--- config.mk ---
export PLATFORM = sky130hd
export DESIGN_NAME = bcd_entry_sequencer
export DESIGN_NICKNAME = d
export VERILOG_FILES = /design/src/rtl/bcd_entry_sequencer.sv
export SDC_FILE = /design/constraint.sdc
export NUM_CORES = 1
export LEC_CHECK = 0
export ABC_AREA = 1
export CAP_MARGIN = 20
export CORE_UTILIZATION = 55
export DETAILED_ROUTE_END_ITERATION = 8
export GPL_ROUTABILITY_DRIVEN = 0
export HOLD_SLACK_MARGIN = 0.06
export PLACE_DENSITY = 0.75
export SLEW_MARGIN = 0
export SYNTH_ARGS = -nofsm -noshare
export SYNTH_HDL_FRONTEND = slang
export SYNTH_SLANG_ARGS = --single-unit
--- constraint.sdc ---
create_clock -name CLK -period 5.7 [get_ports CLK]
set_clock_uncertainty 0.2 [all_clocks]
set_input_delay 0.855 -clock CLK [delete_from_list [all_inputs] [get_ports CLK]]
set_output_delay 0.855 -clock CLK [all_outputs]
set_load 0.005 [all_outputs]
--- src/rtl/bcd_entry_sequencer.sv ---
// Debounced pushbutton entry of two BCD digits (tens then ones) into a
// dual 7-segment memory stage; one write strobe per accepted press.
module bcd_entry_sequencer #(
    parameter int DEBOUNCE_CYCLES = 500000,
    parameter int CNT_W           = 20
) (
    input  logic       CLK,
    input  logic       RESETn,
    input  logic       KEYn,
    input  logic [3:0] BCD,
    input  logic       CLR,
    output logic [3:0] DATA_OUT,
    output logic       SEL,
    output logic       WR,
    output logic       ERR,
    output logic       DONE
);

    localparam logic [1:0] S_IDLE     = 2'd0;
    localparam logic [1:0] S_PRESS_DB = 2'd1;
    localparam logic [1:0] S_HELD     = 2'd2;
    localparam logic [1:0] S_REL_DB   = 2'd3;

    localparam logic [CNT_W-1:0] LP_LAST = CNT_W'(DEBOUNCE_CYCLES - 1);
    localparam logic [CNT_W-1:0] LP_ONE  = CNT_W'(1);

    logic             r_sync1;
    logic             r_sync2;
    logic [1:0]       r_state;
    logic [CNT_W-1:0] r_cnt;
    logic             r_ptr_a;
    logic [3:0]       r_data;
    logic             r_sel;
    logic             r_wr;
    logic             r_err;
    logic             r_done;

    logic w_k;
    logic w_last;
    logic w_accept;
    logic w_valid;

    assign w_k      = r_sync2;
    assign w_last   = (r_cnt == LP_LAST);
    assign w_accept = (r_state == S_PRESS_DB) && !w_k && w_last;
    assign w_valid  = (BCD <= 4'd9);

    always_ff @(posedge CLK) begin
        if (!RESETn) begin
            r_sync1 <= 1'b1;
            r_sync2 <= 1'b1;
        end else begin
            r_sync1 <= KEYn;
            r_sync2 <= r_sync1;
        end
    end

    always_ff @(posedge CLK) begin
        if (!RESETn) begin
            r_state <= S_IDLE;
            r_cnt   <= '0;
        end else begin
            case (r_state)
                S_IDLE: begin
                    if (!w_k) begin
                        r_state <= S_PRESS_DB;
                        r_cnt   <= LP_ONE;
                    end
                end
                S_PRESS_DB: begin
                    if (w_k) begin
                        r_state <= S_IDLE;
                        r_cnt   <= '0;
                    end else if (w_last) begin
                        r_state <= S_HELD;
                        r_cnt   <= '0;
                    end else begin
                        r_cnt <= r_cnt + LP_ONE;
                    end
                end
                S_HELD: begin
                    if (w_k) begin
                        r_state <= S_REL_DB;
                        r_cnt   <= LP_ONE;
                    end
                end
                default: begin
                    if (!w_k) begin
                        r_state <= S_HELD;
                        r_cnt   <= '0;
                    end else if (w_last) begin
                        r_state <= S_IDLE;
                        r_cnt   <= '0;
                    end else begin
                        r_cnt <= r_cnt + LP_ONE;
                    end
                end
            endcase
        end
    end

    // CLR takes priority over a coincident accept; the press is still consumed
    always_ff @(posedge CLK) begin
        if (!RESETn) begin
            r_ptr_a <= 1'b1;
            r_data  <= 4'd0;
            r_sel   <= 1'b1;
            r_wr    <= 1'b0;
            r_err   <= 1'b0;
            r_done  <= 1'b0;
        end else begin
            r_wr   <= 1'b0;
            r_err  <= 1'b0;
            r_done <= 1'b0;
            if (CLR) begin
                r_ptr_a <= 1'b1;
                r_sel   <= 1'b1;
            end else if (w_accept) begin
                if (w_valid) begin
                    r_data  <= BCD;
                    r_sel   <= r_ptr_a;
                    r_wr    <= 1'b1;
                    r_done  <= !r_ptr_a;
                    r_ptr_a <= !r_ptr_a;
                end else begin
                    r_err <= 1'b1;
                end
            end
        end
    end

    assign DATA_OUT = r_data;
    assign SEL      = r_sel;
    assign WR       = r_wr;
    assign ERR      = r_err;
    assign DONE     = r_done;

endmodule

# == After elaboration in Yosys (flattened, before gate mapping) ==
# Cells that the tools add are included.
# totals
ff_bits,33
out_inout_bits,8
# classes
addsub,1
n_lt_le_gt_ge,1
eq_ne,7
muxes,15
bitwise_logic,4
n_reduce_logical,12
# op_table
cell,count
$mux W20,5
$pmux W20 S3,1
$add A20 B1 Y20 const B,1
$eq A20 B19 Y1 const B,1
$mux W2,6
$pmux W2 S3,1
$le A4 B4 Y1 const B,1
$ne A2 B2 Y1 const B,2
$ne A4 B1 Y1 const B,1
$not A1 Y1,4
$reduce_and A2 Y1,2
$reduce_and A4 Y1,1
$reduce_or A4 Y1,1
$ne A3 B3 Y1 const B,1
$reduce_and A3 Y1,1
$reduce_or A3 Y1,1
$eq A2 B1 Y1 const B,1
$eq A2 B2 Y1 const B,1
$logic_and A1 B1 Y1,2
$logic_not A1 Y1,2
$logic_not A2 Y1,1
$mux W1,2
$reduce_or A2 Y1,1

# == Depth between registers and ports, before layout ==
# Gate-level depths: netlist of the first run.
# depth
depth_word,5
ltp_mapped,11

# == Least setup slack after synthesis of the first run ==
# No wires, ideal clock.
# synth_timing
path_type,input to register
start,input BCD[1]
end,register r_data[0] (netlist: DATA_OUT[0])
setup_ps,116
arrival_ps,1574
setup_slack_ps,3810
path_stages,4
cell_sequence,o21ai_0 nand3b_2 o21ai_0 nor2_1
# synth_via
elab_chain_len,2
# synth_rtl
item,line_no,rtl
from (decl),10,"input logic [3:0] BCD,"
$le A4 B4 Y1,46,assign w_valid = (BCD <= 4'd9);
$reduce_and A3 Y1 (no line),n/a,
to (signal assigned),106,r_data <= 4'd0;
to (signal assigned),120,r_data <= BCD;
to (decl),32,logic [3:0] r_data;
# No other way between the ends.
# A chain may end at the register's enable or synchronous reset.

# == Worst setup path in the final report of the first run ==
# layout_timing
start,register r_sel (netlist: SEL)
end,output SEL
# layout_rtl
item,line_no,rtl
from (decl),33,logic r_sel;
from (signal assigned),121,r_sel <= r_ptr_a;
to (decl),13,"output logic SEL,"
# No word-level cell between the ends.

==> flow_summary.yaml, run 1 <==
clock_network:
  cts_tree: "done"
  cts.path.max_buffers: 2
  cts.sinks: 33
  root_buffer: "clkbuf_4"
  cts.hold.buffers_added: 0
  path_clk_slew_ns: 0.10
  clock_latency_ns: 0.32
  cts_inserted_buffers: 5
  cts_resized: 0
  post_cts_buffers: 0
  htree_levels: 2
timing:
  fin_ws_ns: 3.471
  slew-limit-headroom_pct: 60.53
  finalCriticalPeriod_ns: 2.229
  worstMarginPinSlew_ns: 0.5898
  final.setup.tns_ns: 0
  hold_ws_ns: 0.2193
  slew_viol_final: 0
  finalHoldViolCount: 0
  rsz0062_at_grt: "no"
  finalCritPeriodShare_pct: 39.10
  clock.fmax_mhz: 448.6
  setup_viol: 0
floorplanning:
  core_mm2: 0.003103
  die_w_um: 59.48
  die_h_um: 59.48
  io_pins: 16
  die_area_mm2: 0.003537
  start_util_pct: 58.55
  num_rows: 20
layout:
  drive_gt1_share_pct: 16.18
  multi_input_area_um2: 997.2
  top_register: "r_cnt"
  syn2layout_area_growth_pct: 13.84
  antenna_cells: 0
  stdcell_area_mm2: 0.002068
  final_cells: 316
  largest_register_ffs: 20
  fin_util_pct: 66.65
  fill_cells: 292
  ff_latch_area_um2: 660.6
  final_nets: 284
power:
  vdd_drop_max_mv: 0.1809
  internal_power_mw: 0.3111
  comb_power_share_pct: 4.9
  pwr_density_cell_mw_per_mm2: 193.3
  seqPwrFrac_pct: 58.3
  p_switching_mw: 0.08858
  p_leak_nw: 0.7652
  total_power_mw: 0.3997
  switching_share_pct: 22.16
  pwr-share-clk_pct: 36.8
global_routing:
  grt.overflow.total: 0
  grt_max_degree: 18
  antenna_found_initial: 0
  gr-usage-all-layers_pct: 21.96
  grt_pass1_vias: 1372
  grt_pass1_wl_mm: 5.830
route:
  drt-total-wl_mm: 3.515
  first_pass_iters: 4
  vias: 1561
  dr.first_iter.drc_count: 57
  wire_per_inst_um: 11.12
  ant_nets: 0
  vias_per_cell: 4.940
  drc_errors: 0
setup_path:
  r2r-start: "r_cnt[0]"
  worstPathMaxFanout: 2
  end_kind: "primary output"
  critPathRequiredTime_ns: 4.64
  critical_path_buf_inv_count: 1
  rr_worst_depth: 8
  start_kind: "flop"
  startpoint: "SEL"
  critPathSlowestCell: "clkdlybuf4s50_1"
  arrival_ns: 1.17
  worstSetupEndpoint: "SEL"
  crit_path_max_incr_delay_ns: 0.50
  path_class: "reg -> out"
  crit_family: "buffers and inverters"
  crit_chain: "clkdlybuf4s50_1"
  r2r_end: "r_cnt[19]"
  critical_path_depth: 1
  rrSetupSlack_ns: 3.57
place:
  portBuffers: 15
  hpwl_mm: 2.689
  placed_area_mm2: 0.001998
  place_inst: 308
  dp_slack_ns: 3.190
status:
  outcome: "finished, final reports clean"
yosys:
  avgSynthCellArea_um2: 7.238
  syn_inst: 251
  netlist_area_mm2: 0.001817
  synth-seq-cells: 33
  yosys_warnings: 0
  synth.net_count: 264
  ys_seq_area_share_pct: 36.36
  synth_cell_types: 30
run:
  drv_cap: 0
min_path:
  hold_class: "reg -> reg"
Yosys cell counts (all sizes together):
master	number	area share, %
nor2	52	14
nand3	20	6.6
inv	36	7.4
nor3	9	3.0
dfxtp	33	36
buf	1	1.1
xnor2	1	0.48
nor4	2	0.69
nand2	49	11
ha	5	3.4
a21oi	5	1.4
xor2	9	4.3
o22ai	1	0.34
and2	1	0.34
o21ai	13	4.8
or2	4	1.4
clkbuf	1	0.21
a22o	1	0.48
nand3b	2	1.0
nand4	6	2.1
power by group through the flow:
stage / registers, mW / logic [mW] / clock network, mW
final: 0.233 / 0.0196 / 0.147
after global routing: 0.233 / 0.0215 / 0.162
after CTS: 0.233 / 0.0200 / 0.151
after detailed placement: 0.238 / 0.0200 / 0
after global placement: 0.238 / 0.0197 / 0
after floorplan: 0.238 / 0.0145 / 0
area by class of cell:
class	instances	area share (%)
multi-input cells	180	48.22
flip-flops and latches	33	31.94
repair buffers	15	7.260
inverters	36	6.534
clock buffers	7	3.146
well taps	44	2.662
clock inverters	1	0.2420
cell families (layout without fill, tap and decap cells):
family | Yosys count | count (layout) | share of synthesized area [%]
and+or+nand+nor | 145 | 145 | 39.60
buffers and inverters | 38 | 59 | 8.746
DFF | 33 | 33 | 36.36
AOI/OAI and AO/OA | 20 | 20 | 7.025
xor gates and xnor gates | 10 | 10 | 4.821
adders and majority gates | 5 | 5 | 3.444
cell usage in the layout, fill, tap and decap left out:
master / n
nand3b_1: 1
xnor2_1: 1
or2_2: 4
nand3_2: 4
nand2_1: 47
nor2_2: 16
nor3_1: 7
inv_2: 3
nand4_1: 6
o21ai_1: 1
nor4_1: 2
dfxtp_1: 33
nor3_2: 2
o22ai_1: 1
o21ai_4: 2
clkbuf_8: 2
clkbuf_4: 5
nor2_4: 2
nand2_2: 1
a22o_1: 1
ha_1: 5
nor2_1: 34
nand3b_2: 1
clkinv_2: 1
a21oi_1: 5
and2_1: 1
nand3_1: 16
nand2_4: 1
clkdlybuf4s50_1: 15
xor2_1: 9
o21ai_0: 10
inv_1: 33
per-layer routing:
metal,track usage (%),vias up,wire length (um)
li1,-,832,-
met1,28.94,693,1814
met2,35.63,32,1542
met3,5.240,4,129
met4,6.122,0,28
met5,0,-,0
worst min-delay path by stage:
stage | cells past startpoint | slack, ns | endpoint | from
after detailed placement | 1 | 0.20 | r_sync2 | r_sync1
after global routing | 1 | 0.24 | r_sync2 | r_sync1
after CTS | 1 | 0.22 | r_sync2 | r_sync1
final | 1 | 0.22 | r_sync2 | r_sync1
after global placement | 1 | 0.20 | r_sync2 | r_sync1
after floorplan | 1 | 0.19 | r_sync2 | r_sync1
Power figures use the tool's default switching activity.
==> inputs of run 2 (changes only) <==
--- a/config.mk
+++ b/config.mk
@@ -7,11 +7,11 @@
 export LEC_CHECK = 0
 export ABC_AREA = 1
 export CAP_MARGIN = 20
-export CORE_UTILIZATION = 55
+export CORE_UTILIZATION = 51
 export DETAILED_ROUTE_END_ITERATION = 8
 export GPL_ROUTABILITY_DRIVEN = 0
 export HOLD_SLACK_MARGIN = 0.06
-export PLACE_DENSITY = 0.75
+export PLACE_DENSITY = 0.73
 export SLEW_MARGIN = 0
 export SYNTH_ARGS = -nofsm -noshare
 export SYNTH_HDL_FRONTEND = slang
==> constraint.sdc (replaced) <==
create_clock -name CLK -period 2 [get_ports CLK]
set_clock_uncertainty 0.2 [all_clocks]
set_input_delay 0.3 -clock CLK [delete_from_list [all_inputs] [get_ports CLK]]
set_output_delay 0.3 -clock CLK [all_outputs]
set_load 0.005 [all_outputs]
==> run 2 against run 1 <==
Net effect: core utilization shrank 2.9 points; clock-buffer cell count grew 1; cell area grew 3.7%; wire length grew 2.1%; critical path type is now reg -> reg; highest routed layer unchanged.
==> flow_summary.yaml, run 2 (synthesis results as in run 1) <==
status:
  outcome: "finished, final reports clean"
power:
  switching_share_pct: 23.05
  vdd_drop_max_mv: 0.3086
  pwr-share-clk_pct: 32.2
  pwr_density_cell_mw_per_mm2: 505.5
  p_leak_nw: 0.7988
  internal_power_mw: 0.8341
  seqPwrFrac_pct: 61.3
  p_switching_mw: 0.2499
  comb_power_share_pct: 6.5
layout:
  syn2layout_area_growth_pct: 18.04
  drive_gt1_share_pct: 19.35
  final_nets: 291
  top_register: "r_cnt"
  largest_register_ffs: 20
  multi_input_area_mm2: 0.001025
  stdcell_area_mm2: 0.002145
  final_common_cell: "nand2_1"
  antenna_cells: 0
  ff_latch_area_um2: 663.1
  final_cell_mix: "nand2_1, inv_1, nor2_1"
  fill_cells: 323
place:
  hpwl_mm: 2.626
  placed_area_mm2: 0.002051
  portBuffers: 15
setup_path:
  start_kind: "flop"
  end_kind: "flop"
  crit_path_max_incr_delay_ns: 0.36
  cpMostUsedCell: "nand3_2"
  critical_path_buf_inv_count: 1
  critPathRequiredTime_ns: 2.03
  critPathSlowestCell: "dfxtp_1"
  crit_family: "simple AND/OR/NAND/NOR gates"
  crit_chain: "ha_1 -> nand3_2 -> nor2_2 -> nand3_2 -> nand3_2 -> nand2_4 -> o21ai_4 -> buf_12 -> nor2_1"
  worstPathMaxFanout: 17
  path_class: "reg -> reg"
  arrival_ns: 1.90
floorplanning:
  io_pins: 16
  die_area_mm2: 0.003805
  core_mm2: 0.003363
  start_util_pct: 54.02
  die_h_um: 61.69
  die_w_um: 61.69
  num_rows: 21
route:
  wire_per_inst_um: 11.04
  vias_per_cell: 4.985
  drc_errors: 0
  ant_nets: 0
  first_pass_iters: 4
  dr.first_iter.drc_count: 92
  vias: 1620
  drt-total-wl_mm: 3.588
global_routing:
  antenna_found_initial: 0
  grt_pass1_vias: 1389
  grt.overflow.total: 0
  top_usage_layer: "met2"
  grt_pass1_wl_mm: 5.913
  grt_max_degree: 18
  grt.met3_usage_pct: 6.303
  use_met2_pct: 30.41
  gr-usage-all-layers_pct: 21.24
  gr-usage-met1_pct: 30.28
timing:
  worstMarginPinSlew_ns: 0.2990
  finalHoldViolCount: 0
  slew-limit-headroom_pct: 79.88
  setup_viol: 0
  finalCritPeriodShare_pct: 93.82
  clock.fmax_mhz: 532.9
  slew_viol_final: 0
  finalCriticalPeriod_ns: 1.876
  final.setup.tns_ns: 0
clock_network:
  cts.path.max_buffers: 2
  clock_latency_ns: 0.33
  cts_inserted_buffers: 5
  path_clk_slew_ns: 0.09
  cts.sinks: 33
  root_buffer: "clkbuf_4"
  cts_tree: "done"
  htree_levels: 2
min_path:
  hold_class: "reg -> reg"
run:
  drv_cap: 0
-- run 2: cell count changes in the layout (fill, tap and decap cells not counted), sizes merged --
cell    delta
clkinv     -1
clkbuf     +1
buf        +7
-- run 2: area by class of cell --
type / instances / share of cell area (%)
tap: 46 / 2.684
multi-input combinational: 180 / 47.78
clock buffer: 8 / 2.275
timing repair buffer: 22 / 10.03
inverter: 36 / 6.301
sequential: 33 / 30.92
-- run 2: path summary, 6_finish.rpt --
| kind | startpoint | to | slack (ns) | depth (start not counted) |
|---|---|---|---|---|
| worst max register to register | r_cnt[1] | r_cnt[19] | 0.12 | 9 |
| worst min register to register | r_sync1 | r_sync2 | 0.22 | 1 |
| worst min-delay path | r_sync1 | r_sync2 | 0.22 | 1 |
| worst max-delay path | r_cnt[1] | r_cnt[19] | 0.12 | 9 |
-- run 2: what timing repair did --
action | in CTS | in global routing
buffers inserted | 0 | 2
endpoints found under the setup margin | 0 | 13
gates resized for setup | 0 | 9
hold buffers | 0 | 0
-- run 2: metrics by stage --
| stage | power, mW | setup WS, ns | utilization (%) | std cells | hold WS (ns) |
|---|---|---|---|---|---|
| 2_1_floorplan | 0.7199 | 0.1369 | - | 251 | 0.1925 |
| 3_3_place_gp | 0.7487 | 0.1608 | 60.97 | 315 | 0.1934 |
| 3_5_place_dp | 0.7494 | 0.1092 | 60.97 | 315 | 0.2024 |
| 4_1_cts | 1.092 | 0.08328 | 62.43 | 323 | 0.2242 |
| 5_1_grt | 1.140 | -0.01496 | 63.76 | 325 | 0.2639 |
| 6_report | 1.084 | 0.1235 | 63.76 | 325 | 0.2201 |
-- run 2: power by group through the flow --
stage	clock, mW	sequential [mW]	combinational (mW)
global placement	0	0.679	0.0699
floorplan	0	0.679	0.0412
global route	0.397	0.665	0.0782
detailed placement	0	0.679	0.0703
CTS	0.357	0.664	0.0705
finish	0.349	0.664	0.0710
-- run 2: metal layers --
metal / routed length (um) / vias up
met3: 176 / 7
met2: 1548 / 33
li1: - / 849
met4: 47 / 0
met1: 1815 / 731
met5: 0 / -
